--- src/rtl/multiplier_pkg.sv ---
// Shared widths and types for the approximate 4x4 multiplier.
package multiplier_pkg;
    localparam int unsigned OP_W        = 4;
    localparam int unsigned PROD_W      = 8;
    localparam int unsigned ERR_W       = 4;
    localparam int unsigned APPROX_COLS = 3;

    typedef logic [OP_W-1:0]   op_t;
    typedef logic [PROD_W-1:0] prod_t;
    typedef logic [ERR_W-1:0]  err_t;
endpackage

--- src/rtl/multiplier_approx_mul_core.sv ---
// Combinational approximate multiplier core: the low APPROX_COLS columns
// OR their partial products (no carries); higher columns are summed exactly.
module approx_mul_core
    import multiplier_pkg::*;
(
    input  logic [OP_W-1:0]   i_a,
    input  logic [OP_W-1:0]   i_b,
    output logic [PROD_W-1:0] o_approx,
    output logic [PROD_W-1:0] o_exact
);

    logic [PROD_W-1:0] w_low;
    logic [PROD_W-1:0] w_high;
    logic [PROD_W-1:0] w_pp;

    // Partial-product reduction: OR into low columns, add into the high part.
    // OR-ing a shifted single bit into w_low is equivalent to a per-column OR.
    always_comb begin
        w_low  = '0;
        w_high = '0;
        w_pp   = '0;
        for (int unsigned i = 0; i < OP_W; i++) begin
            for (int unsigned j = 0; j < OP_W; j++) begin
                w_pp = prod_t'(i_a[j] & i_b[i]) << (i + j);
                if ((i + j) < APPROX_COLS) begin
                    w_low = w_low | w_pp;
                end else begin
                    w_high = w_high + w_pp;
                end
            end
        end
    end

    assign o_approx = w_high + w_low;
    assign o_exact  = prod_t'(i_a) * prod_t'(i_b);

endmodule

--- src/rtl/multiplier.sv ---
// Approximate multiplier top: combinational product plus a one-cycle
// registered product, error and valid flag.
module multiplier
    import multiplier_pkg::*;
(
    input  logic              clk,
    input  logic              rst_n,
    input  logic [OP_W-1:0]   A,
    input  logic [OP_W-1:0]   B,
    input  logic              in_valid,
    output logic [PROD_W-1:0] result,
    output logic [PROD_W-1:0] result_q,
    output logic [ERR_W-1:0]  err_q,
    output logic              out_valid
);

    logic [PROD_W-1:0] w_approx;
    logic [PROD_W-1:0] w_exact;
    logic [ERR_W-1:0]  w_err;

    logic [PROD_W-1:0] r_result_q;
    logic [ERR_W-1:0]  r_err_q;
    logic              r_out_valid;

    approx_mul_core u_core (
        .i_a      (A),
        .i_b      (B),
        .o_approx (w_approx),
        .o_exact  (w_exact)
    );

    // Error never exceeds 10, so it always fits the narrow field.
    assign w_err = err_t'(w_exact - w_approx);

    // Output registers: load on valid input, valid flag follows in_valid.
    always_ff @(posedge clk or negedge rst_n) begin
        if (!rst_n) begin
            r_result_q  <= '0;
            r_err_q     <= '0;
            r_out_valid <= 1'b0;
        end else begin
            r_out_valid <= in_valid;
            if (in_valid) begin
                r_result_q <= w_approx;
                r_err_q    <= w_err;
            end
        end
    end

    assign result    = w_approx;
    assign result_q  = r_result_q;
    assign err_q     = r_err_q;
    assign out_valid = r_out_valid;

endmodule

--- config.mk ---
export PLATFORM = sky130hd
export DESIGN_NAME = multiplier
export DESIGN_NICKNAME = d
export VERILOG_FILES = /design/src/rtl/multiplier_pkg.sv /design/src/rtl/multiplier_approx_mul_core.sv /design/src/rtl/multiplier.sv
export SDC_FILE = /design/constraint.sdc
export NUM_CORES = 1
export LEC_CHECK = 0
export CAP_MARGIN = 10
export CELL_PAD_IN_SITES_DETAIL_PLACEMENT = 0
export CELL_PAD_IN_SITES_GLOBAL_PLACEMENT = 1
export CORE_UTILIZATION = 25
export CTS_BUF_LIST = sky130_fd_sc_hd__clkbuf_8 sky130_fd_sc_hd__clkbuf_16
export CTS_CLUSTER_DIAMETER = 40
export CTS_CLUSTER_SIZE = 20
export DETAILED_ROUTE_END_ITERATION = 6
export DONT_BUFFER_PORTS = 1
export GPL_TIMING_DRIVEN = 0
export PLACE_DENSITY = 0.53
export RECOVER_POWER = 50
export SYNTH_ARGS = -nofsm -noshare
export SYNTH_HDL_FRONTEND = slang
export SYNTH_SLANG_ARGS = --single-unit
export TNS_END_PERCENT = 5
--- constraint.sdc ---
create_clock -name clk -period 3 [get_ports clk]
set_clock_uncertainty 0.15 [all_clocks]
set_input_delay 0 -clock clk [delete_from_list [all_inputs] [get_ports clk]]
set_output_delay 0 -clock clk [all_outputs]
set_load 0.02 [all_outputs]
==> run_results.csv, run 1 <==
group,metric,value,unit
power_and_ir_drop,vdd_drop_max,0.2681,mV
power_and_ir_drop,switching_share,36.27,%
drt,first_iter_violations,2,
cells_and_area,syn_to_final_growth,12.76,%
synth,synth_compound_area_share,1.842,%
placed_design,port_buffers,0,
drt,drc,0,
placed_design,dpl.hpwl,1.475,mm
power_and_ir_drop,cellPowerDensity,563.2,mW/mm^2
synth,synth-xor-area-share,9.605,%
synth,synth_fp_nets,108,
worst_setup_path,critical_path.max_fanout,4,
timing,setup_viol,0,
cells_and_area,final_util,29.29,%
floorplanning,placementRows,22,
cts,cts_tree,"yes",
cts,numCtsBuffers,3,
worst_setup_path,cp-start-kind,"primary input",
hold_path,hp-class,"in2async",
cts,clock-sinks,12,
synth,ys_seq_area_share,31.58,%
timing,min_period,2.565,ns
cts,htree_levels,1,
synth,synth_edf_count,0,
floorplanning,core_area,0.003661,mm^2
status,status,"finished, final reports clean",
global_routing,grt_pass1_wl,2.925,mm
cts,clkSlewWorstSetupHoldPaths,0.05,ns
global_routing,grt_max_degree,13,
cells_and_area,drive_above_1_share,24.71,%
drt,first_pass_iters,3,
power_and_ir_drop,p_switching,0.2190,mW
timing,finalMaxSlewViolations,0,
floorplanning,die_h,63.68,um
placed_design,gp_congestion,0.6764,
drt,wl,1.678,mm
drt,vias,554,
floorplanning,initial_utilization,25.97,%
power_and_ir_drop,comb_power_share,31.4,%
cells_and_area,finalNetCount,115,
worst_setup_path,endpoint_kind,"register",
synth,synth-simple-area-share,13.68,%
timing,fmax,389.9,MHz
worst_setup_path,rrSetupSlack,1.98,ns
synth,yosysUniqueCellTypes,23,
cells_and_area,nFillCells,377,
floorplanning,die_x,63.68,um
power_and_ir_drop,power_frac_seq,45.4,%
timing,fin_tns_setup,0,ns
drt,wl_per_cell,12.62,um
cells_and_area,ff_latch_area,300.3,um^2
cells_and_area,multiInputGateArea,615.6,um^2
worst_setup_path,arrival,2.53,ns
cells_and_area,diodes,0,
worst_setup_path,reg2reg_depth,1,
cts,worst_skew_pair.late_latency,0.23,ns
floorplanning,pin_count,32,
worst_setup_path,r2r-start,"err_q[3]",
timing,tightest_slew,0.5587,ns
synth,synth_top_family_by_area,"adder cells",
synth,synthMuxAreaShare,12.11,%
power_and_ir_drop,p_leak,0.5230,nW
global_routing,grt_pass1_vias,664,
cts,clockBufferDepth,2,
timing,rsz0062_at_grt,"no",
synth,async_reset_ff_share,100.0,%
synth,synthFlopType,"dfrtp_1",
worst_setup_path,required,2.97,ns
flow_run,drv_cap,0,
worst_setup_path,criticalPathCategory,"in2reg",
synth,synth_area,950.9,um^2
drt,ant_nets,0,
cts,postCtsSetupBuffers,0,
synth,ys_seq_elements,12,
timing,hold_viol,0,
cts,cts_root_buffer,"clkbuf_8",
synth,yosys_warnings,0,
worst_setup_path,r2r_end,"err_q[3]",
synth,syn_inst,80,
global_routing,grt_overflow,0,
global_routing,grt_usage,9.576,%
timing,slew_headroom,62.48,%
drt,viasPerCell,4.165,
synth,synth_fa_ha_area_share,27.11,%
power_and_ir_drop,power.internal,0.3849,mW
timing,period_share,85.49,%
power_and_ir_drop,clkPwrFrac,23.2,%
synth,synthesis.area_per_instance,11.89,um^2
floorplanning,die_area,0.004055,mm^2
global_routing,antenna_found_initial,0,
[power by group through the flow]
stage | Sequential, mW | Combinational (mW) | Clock, mW
5_1_grt | 0.278 | 0.216 | 0.153
2_1_floorplan | 0.270 | 0.161 | 0
4_1_cts | 0.275 | 0.195 | 0.146
3_3_place_gp | 0.277 | 0.185 | 0
6_report | 0.274 | 0.190 | 0.140
3_5_place_dp | 0.276 | 0.187 | 0
[registers in the layout (all words and copies together), names as in the netlist]
name and cells:
err_q 3, out_valid 1, result_q 8
[cell families after synthesis]
family	count (synthesis)
AND/OR/NAND/NOR	21
adder cells (fa/ha/maj)	17
flip-flops	12
multiplexers	10
XOR/XNOR	8
buffers and inverters	8
AO/OA/AOI/OAI	3
other	1
[area by class of cell]
type,instances,share of cell area (%)
flip-flops and latches,12,28.00
inverters,6,2.100
well taps,48,5.601
multi-input cells,60,57.41
repair buffers,2,1.867
plain buffers,2,1.167
clock buffers,3,3.851
[cells in the mapped netlist, drive strengths merged, types with 2 or more instances]
cell	instances	area, um^2
ha	11	137.6
mux2	9	105.1
inv	6	22.52
a21oi	2	10.01
buf	2	12.51
xnor2	6	60.06
dfrtp	12	300.3
nor2	2	7.510
nand2	3	11.26
fa	6	120.1
and2	14	98.85
[through the flow]
stage	hold WS [ns]	area, um^2	setup WS (ns)	instances	total power [mW]
global route	0.08650	1072	0.2440	133	0.6477
floorplan	-0.4456	950.9	0.3198	80	0.4307
finish	0.03215	1072	0.4353	133	0.6039
CTS	0.04415	1072	0.3971	133	0.6158
global placement	-0.4452	1011	0.1634	128	0.4622
detailed placement	-0.4453	1011	0.1536	128	0.4638
[routing by layer]
metal  global-route usage (%)  wire [um]
met1                    11.76        753
met2                    14.63        734
met3                    3.804        174
met4                    4.261         16
met5                        0          0
[cell usage in the layout, fill, tap and decap left out, types with 2 or more instances in the layout]
master and count:
dfrtp_1 12, ha_1 11, mux2_2 8, and2_1 7, inv_1 6, fa_1 6
xnor2_1 5, and2_4 3, nand2_1 3, and2_2 3, clkbuf_8 3, a21oi_1 2
nor2_1 2, dlygate4sd3_1 2
[worst max path at each step]
stage / to / cells after the start / from
floorplan: err_q[3] / 11 / B[0]
global placement: err_q[3] / 11 / B[0]
detailed placement: err_q[3] / 11 / B[0]
CTS: err_q[3] / 11 / B[0]
global route: err_q[3] / 11 / B[0]
finish: err_q[3] / 11 / B[0]
[what timing repair did]
action	4_1_cts	5_1_grt
hold buffers	2	0
setup endpoints to repair	0	0
gates resized for setup	0	0
endpoints found under the hold margin	16	0
[worst max-delay path, stage by stage]
cell and delay, ns:
and2_0 0.15, nor2_1 0.25, fa_1 0.47, ha_1 0.30, ha_1 0.13, inv_1 0.04, fa_1 0.37, xnor2_1 0.14
xnor2_1 0.18, xnor3_1 0.23, mux2_4 0.26
No activity file was read; power rests on OpenSTA's default activity.
==> run 2, diff against run 1 <==
--- a/config.mk
+++ b/config.mk
@@ -5,6 +5,7 @@
 export SDC_FILE = /design/constraint.sdc
 export NUM_CORES = 1
 export LEC_CHECK = 0
+export ABC_AREA = 1
 export CAP_MARGIN = 10
 export CELL_PAD_IN_SITES_DETAIL_PLACEMENT = 0
 export CELL_PAD_IN_SITES_GLOBAL_PLACEMENT = 1
@@ -15,7 +16,7 @@
 export DETAILED_ROUTE_END_ITERATION = 6
 export DONT_BUFFER_PORTS = 1
 export GPL_TIMING_DRIVEN = 0
-export PLACE_DENSITY = 0.53
+export PLACE_DENSITY = 0.56
 export RECOVER_POWER = 50
 export SYNTH_ARGS = -nofsm -noshare
 export SYNTH_HDL_FRONTEND = slang
==> run 2 against run 1 <==
Final cell count increased by 45%. Worst hold slack gained 0.0013 ns. Core utilization grew 1.7 points. Synthesized area increased by 6.6%. Flip-flop and latch count unchanged. Register-to-register slack better by 0.11 ns. Critical path depth up 3. Wire length increased by 30%. Maximum frequency shrank 5.2%. Global-route usage increased by 1.8 points.
==> run_results.csv, run 2 <==
group,metric,value,unit
power_and_ir_drop,clkPwrFrac,29.1,%
synth,ys_seq_area_share,29.63,%
cts,cts_tree,"yes",
drt,wl,2.188,mm
timing,finalMaxSlewViolations,0,
power_and_ir_drop,p_switching,0.2243,mW
worst_setup_path,arrival,2.69,ns
drt,first_pass_iters,4,
global_routing,grt_pass1_vias,847,
synth,yosys_warnings,0,
timing,hold_viol,0,
floorplanning,die_area,0.004313,mm^2
drt,wl_per_cell,11.34,um
global_routing,use_met1,13.54,%
cts,numCtsBuffers,3,
placed_design,dp_cells,185,
timing,fin_tns_setup,0,ns
cells_and_area,drive_above_1_share,8.276,%
timing,min_period,2.705,ns
drt,vias,798,
synth,yosysMostFrequentCell,"nand2_1",
timing,setup_viol,0,
drt,viasPerCell,4.135,
global_routing,grt_pass1_wl,3.726,mm
floorplanning,die_x,65.67,um
timing,finalWorstSetupSlack,0.2955,ns
floorplanning,initial_utilization,26.87,%
floorplanning,die_h,65.67,um
drt,ant_nets,0,
power_and_ir_drop,switching_share,37.73,%
power_and_ir_drop,cellPowerDensity,508.7,mW/mm^2
cells_and_area,mostFrequentLayoutCells,"nand2_1, inv_1, dfrtp_1, ha_1, nand3_1",
synth,synth_area,0.001013,mm^2
cts,clkSlewWorstSetupHoldPaths,0.05,ns
status,status,"finished, final reports clean",
power_and_ir_drop,comb_power_share,29.7,%
cells_and_area,diodes,0,
worst_setup_path,criticalPathCategory,"in2reg",
global_routing,grt_max_degree,13,
cells_and_area,final_cell_area,0.001169,mm^2
cts,postCtsSetupBuffers,0,
worst_setup_path,critical_path.max_fanout,4,
synth,synth.top_cell.area_share,29.63,%
timing,slew_headroom,56.35,%
global_routing,gr-max-usage-layer,"met2",
synth,synthesis.area_per_instance,7.398,um^2
synth,async_reset_ff_share,100.0,%
placed_design,dp_slack,0.3121,ns
floorplanning,core_area,0.003771,mm^2
global_routing,grt_overflow,0,
timing,period_share,90.15,%
drt,drc,0,
global_routing,grt_usage,11.37,%
worst_setup_path,endpoint_kind,"register",
synth,synthFlopType,"dfrtp_1",
power_and_ir_drop,power.internal,0.3702,mW
timing,tightest_slew,0.6535,ns
cells_and_area,finalNetCount,174,
synth,yosys-top-cells-count,"nand2_1, inv_1, dfrtp_1, ha_1, nand3_1",
cts,worst_skew_pair.late_latency,0.24,ns
cells_and_area,layout_commonest_cell,"nand2_1",
cts,clockBufferDepth,2,
placed_design,gp_congestion,0.7883,
synth,synth.largest_area_cell,"dfrtp_1",
placed_design,dpl.hpwl,1.861,mm
power_and_ir_drop,p_leak,0.7422,nW
drt,first_iter_violations,18,
cts,clock-sinks,12,
worst_setup_path,cp-start-kind,"primary input",
cts,post_cts_resized,0,
synth,syn_inst,137,
timing,rsz0062_at_grt,"no",
synth,ys_top_cells_by_area,"dfrtp_1, nand2_1, ha_1, fa_1, inv_1",
cells_and_area,syn_to_final_growth,15.31,%
worst_setup_path,required,2.98,ns
synth,synth_fp_nets,165,
hold_path,hp-class,"in2async",
cts,htree_levels,1,
floorplanning,placementRows,22,
global_routing,gr-usage-met2,17.47,%
synth,ys_seq_elements,12,
timing,fmax,369.8,MHz
synth,synth_edf_count,0,
cells_and_area,largest_reg_flops,8,
synth,yosysUniqueCellTypes,17,
global_routing,use_met3,5.035,%
power_and_ir_drop,vdd_drop_max,0.1244,mV
cts,cts_root_buffer,"clkbuf_8",
power_and_ir_drop,power_frac_seq,41.3,%
flow_run,drv_cap,0,
cells_and_area,stdcell_count,193,
placed_design,port_buffers,0,
placed_design,dpl-instance-area,0.001074,mm^2
global_routing,antenna_found_initial,0,
floorplanning,pin_count,32,
==> run 2: changes by cell type after synthesis, moves of 7 or more <==
| cell | delta |
|---|---|
| and2_1 | -8 |
| nand2_1 | +51 |
| mux2_2 | -8 |
| inv_1 | +21 |
| nand3_1 | +7 |
==> run 2: worst max-delay path, stage by stage <==
cell and delay (ns):
dlygate4sd3_1 0.54, nand2_1 0.12, fa_1 0.46, fa_1 0.49, inv_1 0.06, fa_1 0.45, nand2_1 0.11, inv_1 0.04
nor2_1 0.08, nand2_1 0.06, nand2_1 0.07, nand3_1 0.07, nand3_1 0.08, nand2_1 0.05
==> run 2: logic make-up after synthesis <==
| family | after synthesis | synth area share [%] |
|---|---|---|
| fa+ha+maj | 17 | 25.43 |
| buf+inv | 32 | 13.09 |
| compound gates | 7 | 3.703 |
| flops | 12 | 29.63 |
| xor+xnor | 2 | 1.729 |
| simple gates | 66 | 26.05 |
| other cells | 1 | 0.3700 |
==> run 2: area by class of cell <==
cell class                      instances  area (um^2)
Clock buffer                            4        55.05
Timing Repair Buffer                    4        40.04
Tap cell                               48        60.06
Multi-Input combinational cell         93        580.6
Sequential cell                        12        300.3
Fill cell                             413         2603
Buffer                                  3        23.77
Inverter                               29        108.9
==> run 2: power groups by stage <==
stage                     clock network (mW)  registers (mW)  logic, mW
after floorplan                            0           0.242      0.141
after global placement                     0           0.247      0.168
after detailed placement                   0           0.248      0.171
after CTS                              0.178           0.246      0.180
after global routing                   0.187           0.249      0.206
final                                  0.173           0.245      0.176
==> run 2: through the flow <==
| stage | hold slack, ns | util [%] | total power [mW] |
|---|---|---|---|
| 6_report | 0.03348 | 30.99 | 0.5945 |
| 4_1_cts | 0.04945 | 30.99 | 0.6038 |
| 3_5_place_dp | -0.4453 | 28.47 | 0.4199 |
| 2_1_floorplan | -0.4456 | - | 0.3826 |
| 3_3_place_gp | -0.4453 | 28.47 | 0.4157 |
| 5_1_grt | 0.06954 | 30.99 | 0.6416 |
==> run 2: timing repair <==
| action | 4_1_cts | 5_1_grt |
|---|---|---|
| hold endpoints to repair | 23 | 0 |
| hold buffers | 4 | 0 |
| setup endpoints to repair | 0 | 0 |
==> run 2: routing by layer <==
layer / part of all wire, % / vias to the layer above / wire [um]
li1: - / 419 / -
met1: 46 / 347 / 1002
met2: 42 / 28 / 922
met3: 11 / 4 / 238
met4: 1.1 / 0 / 25
met5: 0 / - / 0
==> run 2: worst paths after layout <==
path | start | endpoint | slack, ns | cells after the start
max reg2reg | result_q[1] | result_q[1] | 2.09 | 2
min in group clk | B[2] | err_q[3] | 0.06 | 7
max | A[0] | err_q[3] | 0.30 | 14
max in group asynchronous | rst_n | result_q[3] | 2.31 | 1
min reg2reg | result_q[4] | result_q[4] | 0.46 | 2
min | rst_n | result_q[0] | 0.03 | 1
